`config.mk`:
```
export PLATFORM = sky130hd
export DESIGN_NAME = io_bridge
export DESIGN_NICKNAME = d
export VERILOG_FILES = /design/src/rtl/io_bridge.sv
export SDC_FILE = /design/constraint.sdc
export NUM_CORES = 1
export LEC_CHECK = 0
export ABC_AREA = 1
export CAP_MARGIN = 10
export CORE_ASPECT_RATIO = 0.9
export CORE_MARGIN = 4
export CORE_UTILIZATION = 30
export CTS_CLUSTER_DIAMETER = 100
export DETAILED_ROUTE_END_ITERATION = 10
export GPL_TIMING_DRIVEN = 1
export SLEW_MARGIN = 15
export SYNTH_ARGS = -nofsm -noshare
export SYNTH_HDL_FRONTEND = slang
export SYNTH_SLANG_ARGS = --single-unit
```
`constraint.sdc`:
```
create_clock -name clk -period 2.7 [get_ports clk]
set_input_delay 0.81 -clock clk [delete_from_list [all_inputs] [get_ports clk]]
set_output_delay 0.81 -clock clk [all_outputs]
set_load 0.05 [all_outputs]
```
`src/rtl/io_bridge.sv`:
```
// io_bridge: CPU I/O bridge with UART tx FIFO, rx read port, cycle counter; define IO_BRIDGE_CYCLE_SNAPSHOT_EN for coherent counter reads
module io_bridge #(
  parameter int TXQ_AW = 3
) (
  input  logic        clk,
  input  logic        rst,
  input  logic        en,
  input  logic [31:0] mem_a,
  input  logic [7:0]  mem_dout,
  input  logic        mem_wr,
  output logic [7:0]  io_din,
  output logic        io_buffer_full,
  output logic [7:0]  tx_data,
  output logic        tx_valid,
  input  logic        tx_ready,
  input  logic [7:0]  rx_data,
  input  logic        rx_valid,
  output logic        rx_pop,
  output logic        halt,
  output logic        tx_overflow
);
  localparam logic [TXQ_AW:0] DEPTH = {1'b1, {TXQ_AW{1'b0}}};
  localparam logic [TXQ_AW:0] HI_MARK = DEPTH - 1'b1;
  logic [7:0]        r_mem [2**TXQ_AW];
  logic [TXQ_AW-1:0] r_wp, r_rp;
  logic [TXQ_AW:0]   r_count;
  logic [31:0]       r_cyc;
  logic              w_io, w_wr, w_rd, w_req, w_pop, w_full, w_push, w_drop, w_unused;
  logic [15:0]       w_off;
  logic [31:0]       w_src;
  logic [7:0]        w_rdata, w_pdata;
  assign w_unused = ^mem_a[31:18];
  assign w_io = en && mem_a[17:16] == 2'b11;
  assign w_off = mem_a[15:0];
  assign w_wr = w_io && mem_wr;
  assign w_rd = w_io && !mem_wr;
  assign w_req = w_wr && !halt && ((w_off == 16'h0 && mem_dout != 8'h00) || w_off == 16'h4);
  assign w_pdata = (w_off == 16'h4) ? 8'h00 : mem_dout;
  assign tx_valid = r_count != '0;
  assign tx_data = r_mem[r_rp];
  assign w_pop = tx_valid && tx_ready;
  assign w_full = r_count == DEPTH;
  // a pop on the same edge frees the slot, so a full FIFO can still accept
  assign w_push = w_req && (!w_full || w_pop);
  assign w_drop = w_req && w_full && !w_pop;
  assign io_buffer_full = r_count >= HI_MARK;
`ifdef IO_BRIDGE_CYCLE_SNAPSHOT_EN
  logic [31:0] r_snap;
  assign w_src = (w_off == 16'h4) ? r_cyc : r_snap;
  always_ff @(posedge clk or negedge rst)
    if (!rst) r_snap <= '0;
    else if (w_rd && w_off == 16'h4) r_snap <= r_cyc;
`else
  assign w_src = r_cyc;
`endif
  assign w_rdata = (w_off == 16'h0) ? (rx_valid ? rx_data : 8'h00) :
                   (w_off[15:2] == 14'h1) ? w_src[8*w_off[1:0] +: 8] : 8'h00;
  always_ff @(posedge clk)
    if (w_push) r_mem[r_wp] <= w_pdata;
  always_ff @(posedge clk or negedge rst)
    if (!rst) begin
      r_wp        <= '0;
      r_rp        <= '0;
      r_count     <= '0;
      r_cyc       <= '0;
      io_din      <= '0;
      rx_pop      <= 1'b0;
      halt        <= 1'b0;
      tx_overflow <= 1'b0;
    end else begin
      if (w_push) r_wp <= r_wp + 1'b1;
      if (w_pop) r_rp <= r_rp + 1'b1;
      r_count <= r_count + {{TXQ_AW{1'b0}}, w_push} - {{TXQ_AW{1'b0}}, w_pop};
      if (en) r_cyc <= r_cyc + 1'b1;
      if (w_rd) io_din <= w_rdata;
      rx_pop <= w_rd && w_off == 16'h0 && rx_valid;
      if (w_wr && w_off == 16'h4) halt <= 1'b1;
      if (w_drop) tx_overflow <= 1'b1;
    end
endmodule

```
==> flow_metrics.env <==
export IMPL_hold_path_class="primary input to async pin"
export IMPL_routedWlPerCell_um=14.7
export IMPL_synth_avg_cell_area_sq_um=9.21
export IMPL_ant_nets=0
export IMPL_dieArea_sq_mm=0.0214
export IMPL_ios=75
export IMPL_crit_start="r_rp[0]$_DFFE_PN0P_"
export IMPL_worst_r2r_setup_slack_ns=0.51
export IMPL_vias_per_cell=4.67
export IMPL_cp_endpoint="tx_data[7]"
export IMPL_final_cell_mix="119 x nor2_1, 114 x nand2_1, 64 x edfxtp_1, 54 x o21ai_0"
export IMPL_seq_power_share=0.316
export IMPL_slew_headroom=0.564
export IMPL_run_status="finished clean"
export IMPL_htree_levels=4
export IMPL_antenna_cells=0
export IMPL_final_max_slew_viol_count=0
export IMPL_layout_commonest_cell="nor2_1"
export IMPL_met3_length_um=750
export IMPL_design_area_sq_mm=0.00780
export IMPL_swShare=0.357
export IMPL_die_w_um=154
export IMPL_ys_seq_elements=117
export IMPL_design_power_total_w=0.00680
export IMPL_cp_cell_sequence="buf_6 -> clkbuf_16 -> nor2_1 -> o22ai_1 -> nor2_1 -> a31oi_1 -> buf_12"
export IMPL_layout_nets=809
export IMPL_ir_drop_mv=0.447
export IMPL_post_route_min_period_ns=2.64
export IMPL_leakagePower_nw=3.30
export IMPL_power_frac_clock=0.340
export IMPL_setup_viol=0
export IMPL_fin_setup_tns_ns=0
export IMPL_fill_cells=1841
export IMPL_post_route_util=0.420
export IMPL_dpl_hpwl_um=10100
export IMPL_first_global_vias=4576
export IMPL_r2r_start="r_count[2]$_DFF_PN0_"
export IMPL_p_int_w=0.00437
export IMPL_cts_inserted_buffers=17
export IMPL_crit_path_max_incr_delay_ns=0.43
export IMPL_floorplan_initialDensity=0.309
export IMPL_power_density_mw_per_mm2=872
export IMPL_gp_congestion=0.855
export IMPL_cts_clk_slew_worst_paths_ns=0.06
export IMPL_p_switching_w=0.00243
export IMPL_highest_layer="met4"
export IMPL_fp_dieH_um=139
export IMPL_antenna_found_initial=0
export IMPL_cts_root_buf="clkbuf_16"
export IMPL_cts_hold_buf=0
export IMPL_rsz0062_at_grt="yes"
export IMPL_wl_met2_um=7260
export IMPL_dr_pass1_iters=5
export IMPL_fmax_mhz=378
export IMPL_crit_arrival_ns=1.83
export IMPL_gr_total_overflow=0
export IMPL_synth_cell_types=32
export IMPL_drive_gt1_frac=0.168
export IMPL_row_count=47
export IMPL_critPathMaxFanout=16
export IMPL_drt_iter0_drc=296
export IMPL_core_area_sq_mm=0.0186
export IMPL_grt_max_degree=34
export IMPL_synthesis_nets=689
export IMPL_fin_crit_sh=0.980
export IMPL_port_buffers=60
export IMPL_clock_skew_ns=0.0102
export IMPL_fin_cells=1002
export IMPL_grt_first_pass_wirelength_um=23200
export IMPL_placed_cells=963
export IMPL_end_kind="primary output"
export IMPL_cp_required_ns=1.89
export IMPL_wl_um=14700
export IMPL_synth_area_sq_mm=0.00574
export IMPL_insertion_delay_ns=0.42
export IMPL_area_growth_syn_to_layout_pct=35.7
export IMPL_cts_sinks=117
export IMPL_startpoint_type="register"
export IMPL_r2r_cells=12
export IMPL_cts_tree="yes"
export IMPL_r2r_end="r_count[2]$_DFF_PN0_"
export IMPL_num_vias=4683
export IMPL_cap_violations=0
export IMPL_grt_usage=0.136
export IMPL_critPathKind="register to primary output"
export IMPL_post_dp_cell_area_sq_mm=0.00703
export IMPL_drcViolationCount=0
export IMPL_combPwrFrac=0.343
export IMPL_clk_path_buf_depth=2
export IMPL_ys_seq_area_frac=0.565
export IMPL_syn_inst=624
export IMPL_synth_warnings=0
export IMPL_crit_top_cell="nor2_1"
export IMPL_crit_path_top_delay_cell="dfrtp_2"
export IMPL_wl_met1_um=6530
export IMPL_worst_slew_pin_slew_ns=0.649
export IMPL_finalHoldViolations=0
==> worst min path at each step <==
stage | start | endpoint | cells past startpoint | slack (ns)
after global routing | rst | io_din[7]$_DFFE_PN0P_ | 1 | 0.40
final | rst | io_din[7]$_DFFE_PN0P_ | 1 | 0.36
after floorplan | r_cyc[30]$_DFFE_PN0P_ | r_cyc[30]$_DFFE_PN0P_ | 2 | 0.46
after detailed placement | io_din[3]$_DFFE_PN0P_ | io_din[3]$_DFFE_PN0P_ | 2 | 0.48
after global placement | io_din[3]$_DFFE_PN0P_ | io_din[3]$_DFFE_PN0P_ | 2 | 0.49
after CTS | rst | io_din[7]$_DFFE_PN0P_ | 1 | 0.37
==> worst max-delay path: cells and delay by family (launching register included) <==
| kind | cells | cell delay (ns) |
|---|---|---|
| AO/OA/AOI/OAI | 2 | 0.39 |
| AND/OR/NAND/NOR | 2 | 0.12 |
| flip-flops | 1 | 0.43 |
| buffers and inverters | 3 | 0.48 |
==> per-layer routing <==
| metal | track usage | vias to the layer above |
|---|---|---|
| li1 | - | 2335 |
| met1 | 0.171 | 2207 |
| met2 | 0.233 | 125 |
| met3 | 0.0360 | 16 |
| met4 | 0.0390 | 0 |
| met5 | 0 | - |
==> what timing repair did <==
action	CTS	global route
gates resized for setup	2	20
pin swaps	0	6
setup endpoints to repair	7	9
hold endpoints to repair	0	0
setup buffers	0	5
gates cloned	0	2
==> per-stage QoR <==
step | hold WS (ns) | setup WS (ns)
2_1_floorplan | 0.457 | 0.00152
3_3_place_gp | 0.487 | -0.418
3_5_place_dp | 0.482 | -0.435
4_1_cts | 0.369 | 0.00391
5_1_grt | 0.400 | -0.0394
6_report | 0.362 | 0.0553
==> power groups by stage <==
stage / Clock [W] / Sequential, W / Combinational [W]
3_5_place_dp: 0 / 0.00217 / 0.00214
5_1_grt: 0.00244 / 0.00217 / 0.00252
4_1_cts: 0.00235 / 0.00214 / 0.00214
6_report: 0.00231 / 0.00215 / 0.00233
3_3_place_gp: 0 / 0.00217 / 0.00211
2_1_floorplan: 0 / 0.00215 / 0.00133
==> area by class of cell <==
type	instances	area, sq um	share of cell area
clock buffers	17	425	0.0546
clock inverters	15	180	0.0231
inverters	55	211	0.0271
multi-input cells	436	2270	0.291
flip-flops and latches	117	3250	0.417
well taps	245	307	0.0393
repair buffers	117	1160	0.148
==> synth_stat cells (all sizes together) <==
| library cell | number | area share |
|---|---|---|
| nor2 | 127 | 0.091 |
| nand2 | 120 | 0.083 |
| edfxtp | 64 | 0.33 |
| o21ai | 57 | 0.050 |
| inv | 54 | 0.035 |
| dfrtp | 53 | 0.23 |
| nand3 | 40 | 0.035 |
| xor2 | 18 | 0.027 |
| nand4 | 16 | 0.021 |
| a21oi | 14 | 0.013 |
| clkbuf | 10 | 0.0065 |
| ha | 10 | 0.022 |
| a31oi | 8 | 0.0087 |
| o22ai | 8 | 0.0087 |
| nor3 | 7 | 0.011 |
| buf | 6 | 0.0048 |
| xnor2 | 6 | 0.0091 |
| o21bai | 2 | 0.0026 |
| and2 | 1 | 0.0011 |
| clkinv | 1 | 0.00065 |
| fa | 1 | 0.0035 |
| nor4 | 1 | 0.0011 |
==> sequential cells by signal (all words and copies together) (netlist names) <==
signal,flops
halt,1
io_din,8
r_count,4
r_cyc,32
r_mem,64
r_rp,3
r_wp,3
rx_pop,1
tx_overflow,1
==> logic make-up after synthesis <==
kind of cell / count (synthesis) / share of synthesized area
buf+inv: 71 / 0.0473
fa+ha+maj: 11 / 0.0253
xor+xnor: 24 / 0.0366
compound gates: 89 / 0.0826
flops: 117 / 0.565
simple gates: 312 / 0.243
No activity file was read; power rests on OpenSTA's default activity.
